**src/rtl/register_file.sv**
```systemverilog
// Register file with combinational write-through reads and a per-register
// pending-write scoreboard; register 0 reads as zero and ignores writes/reserves.
module register_file #(
   parameter int w     = 8,
   parameter int sel_w = 4
) (
   input  logic             clk,
   input  logic             reset_n,
   input  logic [sel_w-1:0] x_sel,
   input  logic [sel_w-1:0] y_sel,
   input  logic [sel_w-1:0] z_sel,
   input  logic [w-1:0]     z,
   input  logic             z_we,
   input  logic             rsv,
   input  logic [sel_w-1:0] rsv_sel,
   output logic [w-1:0]     x,
   output logic [w-1:0]     y,
   output logic             x_busy,
   output logic             y_busy,
   output logic             any_busy
);

   localparam int N = 2**sel_w;

   logic [w-1:0] regs_q [N];
   logic [w-1:0] regs_d [N];
   logic [N-1:0] busy_q;
   logic [N-1:0] busy_d;

   logic wr_en;
   logic rsv_en;
   logic byp_x;
   logic byp_y;

   assign wr_en  = z_we && (z_sel != '0);
   assign rsv_en = rsv && (rsv_sel != '0);

   always_comb begin
      regs_d = regs_q;
      busy_d = busy_q;
      if (wr_en) begin
         regs_d[z_sel] = z;
         busy_d[z_sel] = 1'b0;
      end
      // Reserve is applied after the clear so a same-register collision stays busy.
      if (rsv_en) begin
         busy_d[rsv_sel] = 1'b1;
      end
      regs_d[0] = '0;
      busy_d[0] = 1'b0;
   end

   always_ff @(posedge clk or negedge reset_n) begin
      if (!reset_n) begin
         regs_q <= '{default: '0};
         busy_q <= '0;
      end else begin
         regs_q <= regs_d;
         busy_q <= busy_d;
      end
   end

   assign byp_x = wr_en && (z_sel == x_sel);
   assign byp_y = wr_en && (z_sel == y_sel);

   assign x        = byp_x ? z : regs_q[x_sel];
   assign y        = byp_y ? z : regs_q[y_sel];
   assign x_busy   = busy_q[x_sel] & ~byp_x;
   assign y_busy   = busy_q[y_sel] & ~byp_y;
   assign any_busy = |busy_q;

endmodule

```
**config.mk**
```make
export PLATFORM = sky130hd
export DESIGN_NAME = register_file
export DESIGN_NICKNAME = d
export VERILOG_FILES = /design/src/rtl/register_file.sv
export SDC_FILE = /design/constraint.sdc
export NUM_CORES = 1
export LEC_CHECK = 0
export ABC_AREA = 1
export CORE_UTILIZATION = 60
export CTS_CLUSTER_SIZE = 20
export DETAILED_ROUTE_END_ITERATION = 8
export PLACE_DENSITY = 0.8
export SETUP_SLACK_MARGIN = 0.1
export SKIP_CTS_REPAIR_TIMING = 1
export SYNTH_ARGS = -nofsm -noshare
export SYNTH_HDL_FRONTEND = slang
export SYNTH_SLANG_ARGS = --single-unit
```
**constraint.sdc**
```tcl
create_clock -name clk -period 3.9 [get_ports clk]
set_clock_uncertainty 0.05 [all_clocks]
set_input_delay 1.17 -clock clk [delete_from_list [all_inputs] [get_ports clk]]
set_output_delay 1.17 -clock clk [all_outputs]
set_load 0.005 [all_outputs]
```
==> results.md <==
### Outcome
• complete, no violations — result of the run

### Floorplan
• 62.3% — initial cell density of the core
• 120 um — width of the chip
• 47 — number of top-level pins
• 42 — standard-cell rows
• 120 um — Die Span Y
• 14,400 um2 — Total Die Area
• 13,400 um2 — total core area

### Routing
• 18.8 um — final routed wire length divided by cell count
• 1,462 — DRC marker count from the first detailed-route iteration
• 6 — Detailed Routing Iterations Pass 1
• 9,127 — DR vias
• 0 — number of antenna-violating nets in the routed design
• 28,600 um — aggregate routed wire length
• 6.00 — routed via count divided by cell count
• 0 — remaining design rule violation count

### Final layout
• sky130_fd_sc_hd__nand2_1 — most common library cell in the layout ignoring fill and taps
• 15.5% — share of cells above drive strength 1
• 25.4% — Area growth syn-to-layout
• sky130_fd_sc_hd__nand2_1 (479), sky130_fd_sc_hd__nand3_1 (201), sky130_fd_sc_hd__dfrtp_1 (135), sky130_fd_sc_hd__inv_1 (106), sky130_fd_sc_hd__o21ai_0 (96) — most frequent cells in the layout
• 1,361 — number of nets in the layout
• 0 — final antenna diode count
• 10,500 um2 — final cell area excluding filler cells
• 78.1% — final cell utilization of the core

### Clock network
• 17 — number of clock buffers inserted by TritonCTS
• sky130_fd_sc_hd__clkbuf_16 — Clock Root Buffer
• 135 — clock tree sinks
• 2 — Clock Tree Buf Depth
• 0.06 ns — clock edge transition at the registers on the reported setup and hold paths
• 0.44 ns — later-pin clock latency in the skew report
• 4 — number of H-tree levels
• done — clock tree from TritonCTS

### Logic synthesis
• 6.77 um2 — post-synthesis average cell area
• 100% — async set-reset flop share out of synthesis
• sky130_fd_sc_hd__dfrtp_1 — leading register cell type out of synthesis
• 32 — Distinct cells, synth
• sky130_fd_sc_hd__dfrtp_1 — biggest area consumer among synthesized cells
• 135 — number of synthesized register bits
• sky130_fd_sc_hd__dfrtp_1 (40%), sky130_fd_sc_hd__nand2_1 (22%), sky130_fd_sc_hd__nand3_1 (13%) — leading post-synthesis cells by cell area
• 1,233 — gate count after technology mapping
• 0 — number of enable-type register cells in the synthesized netlist
• 1,261 — Mapped Nets
• 0 — yosys warns
• 40.5% — area fraction of the dominant cell type after synthesis
• 8350 um2 — combined area of all synthesized cells
• 40.5% — sequential element share of the synthesized area

### Global route
• 61.0% — global routing usage on met2
• 40.4% — GR Util All Layers
• 0 — global-route congestion overflow total
• met2 — busiest layer in global routing
• 78 — largest net degree at the start of global routing
• 10.5% — global-route met3 utilization
• 0 — antenna violations before repair
• 53.5% — global routing met1 resource utilization
• 44,200 um — first-pass GRT wire length
• 8,547 — number of global-route vias before repair

### Worst setup path
• 0.21 ns — crit-path max cell delay
• input port — nature of the critical path startpoint
• 4 — CP max FO
• dlymetal6s2s_1 > buf_4 > xor2_1 > a21oi_2 > nand2_4 > buf_4 > clkinv_2 > buf_4 > nand2_1 > nand2_2 > dlymetal6s2s_1 — cell-by-cell trace of the critical path
• 6 — crit path buf inv count
• 2.54 ns — CP Data Arrival Time
• buffers and inverters — family with the most delay on the worst path
• in -> out — Worst Setup Path Type
• sky130_fd_sc_hd__buf_4 — cell occurring most often along the worst timing path
• sky130_fd_sc_hd__xor2_1 — cell with the largest stage delay on the worst path
• 2.68 ns — data required time of the critical path
• output port — endpoint type of the worst setup path

### Place
• 9530 um2 — placed standard-cell area
• -0.465 ns — post-place setup slack
• 46 — number of buffers added on ports
• 0.995 — final weighted congestion in routability-driven placement
• 19,200 um — half-perimeter wire length after placement

### STA
• 0 — final hold violations
• 0.713 ns — slew at the pin closest to its max-slew limit
• 3.76 ns — time the worst path needs with I/O delays and setup
• 0.463 ns — Hold Slack
• 266 MHz — achievable clock frequency
• 96.4% — share of the clock period used by the worst path after layout
• 0 — final count of pins violating max slew
• 52.5% — relative max-transition margin
• 0.142 ns — worst path setup slack after routing
• no — unrepaired setup endpoints after global routing
• 0 — endpoints failing setup

### Power and ir drop
• 455 nW/um2 — P per Cell Area
• 0.363 mV — Peak supply drop
• 5.34 nW — Leak
• 4.76 mW — Final Power

### Min path
• reg -> reg — Worst Hold Class

### Run
• 0 — MaxCap Viol Count

[worst reg2reg max path: cells and delay by family (launching register included)]
family	cells	cell delay, ns
AO/OA/AOI/OAI	2	0.23
flip-flops	1	0.41
[cell families (layout without fill, tap and decap cells)]
group	count (synthesis)	after routing	synth area share, %
AND/OR/NAND/NOR	752	752	39.4
buffers and inverters	195	308	10.5
flip-flops	135	135	40.5
XOR/XNOR	2	2	0.210
AO/OA/AOI/OAI	149	149	9.43
[sequential cells by signal, indices dropped and copies added (netlist names)]
name,cells
regs_q,120
busy_q,15
[power breakdown]
| group | total [mW] | switching, mW | internal, mW | leakage [nW] |
|---|---|---|---|---|
| Clock | 1.56 | 0.621 | 0.938 | 0.280 |
| Combinational | 1.32 | 0.816 | 0.501 | 3.45 |
| Sequential | 1.89 | 0.162 | 1.72 | 1.61 |
| Total | 4.76 | 1.60 | 3.16 | 5.34 |
[per-stage QoR]
step / TNS (ns) / instances
final: 0 / 1522
after global routing: 0 / 1522
after CTS: -7.52 / 1506
after detailed placement: -7.41 / 1474
after global placement: -6.95 / 1474
after floorplan: 0 / 1233
[worst paths after layout]
path,from,to,slack (ns),cells after the start
max in group asynchronous,reset_n,regs_q[102]$_DFFE_PN0P_,2.33,2
setup / recovery,z_sel[0],x[5],0.14,11
hold reg to reg,regs_q[69]$_DFFE_PN0P_,regs_q[69]$_DFFE_PN0P_,0.46,2
setup reg to reg,busy_q[12]$_DFF_PN0_,busy_q[12]$_DFF_PN0_,3.08,2
min in group asynchronous,reset_n,regs_q[1]$_DFFE_PN0P_,0.71,1
hold / removal,regs_q[69]$_DFFE_PN0P_,regs_q[69]$_DFFE_PN0P_,0.46,2
[per-layer routing]
metal / part of all wire (%) / up-vias / routed length [um]
met3: 13 / 128 / 3610
met2: 44 / 693 / 12700
met5: 0 / - / 0
met1: 38 / 4162 / 10900
met4: 4.8 / 0 / 1370
li1: - / 4144 / -
[synth_stat cells (3+ instances only)]
library cell / count
sky130_fd_sc_hd__nor4_1: 3
sky130_fd_sc_hd__nor2_4: 10
sky130_fd_sc_hd__inv_1: 107
sky130_fd_sc_hd__nand4_1: 3
sky130_fd_sc_hd__clkbuf_4: 8
sky130_fd_sc_hd__buf_2: 32
sky130_fd_sc_hd__o32ai_1: 4
sky130_fd_sc_hd__clkbuf_1: 16
sky130_fd_sc_hd__clkinv_1: 5
sky130_fd_sc_hd__buf_1: 4
sky130_fd_sc_hd__nand3_1: 214
sky130_fd_sc_hd__buf_6: 5
sky130_fd_sc_hd__o22ai_1: 7
sky130_fd_sc_hd__dfrtp_1: 135
sky130_fd_sc_hd__o211ai_1: 6
sky130_fd_sc_hd__nand3_4: 4
sky130_fd_sc_hd__inv_2: 10
sky130_fd_sc_hd__buf_4: 5
sky130_fd_sc_hd__nand2_1: 485
sky130_fd_sc_hd__o21ai_1: 15
sky130_fd_sc_hd__a21oi_1: 20
sky130_fd_sc_hd__nor2_1: 23
sky130_fd_sc_hd__nor2_2: 5
sky130_fd_sc_hd__o21ai_0: 96
[layout make-up]
cell class | instances | area [um2]
clock buffers | 24 | 492
clock inverters | 8 | 71.3
fillers | 995 | 2930
inverters | 124 | 490
multi-input cells | 903 | 4210
flip-flops and latches | 135 | 3380
well taps | 176 | 220
repair buffers | 150 | 1590
repair inverters | 2 | 10.0
No activity file was read; power rests on OpenSTA's default activity.
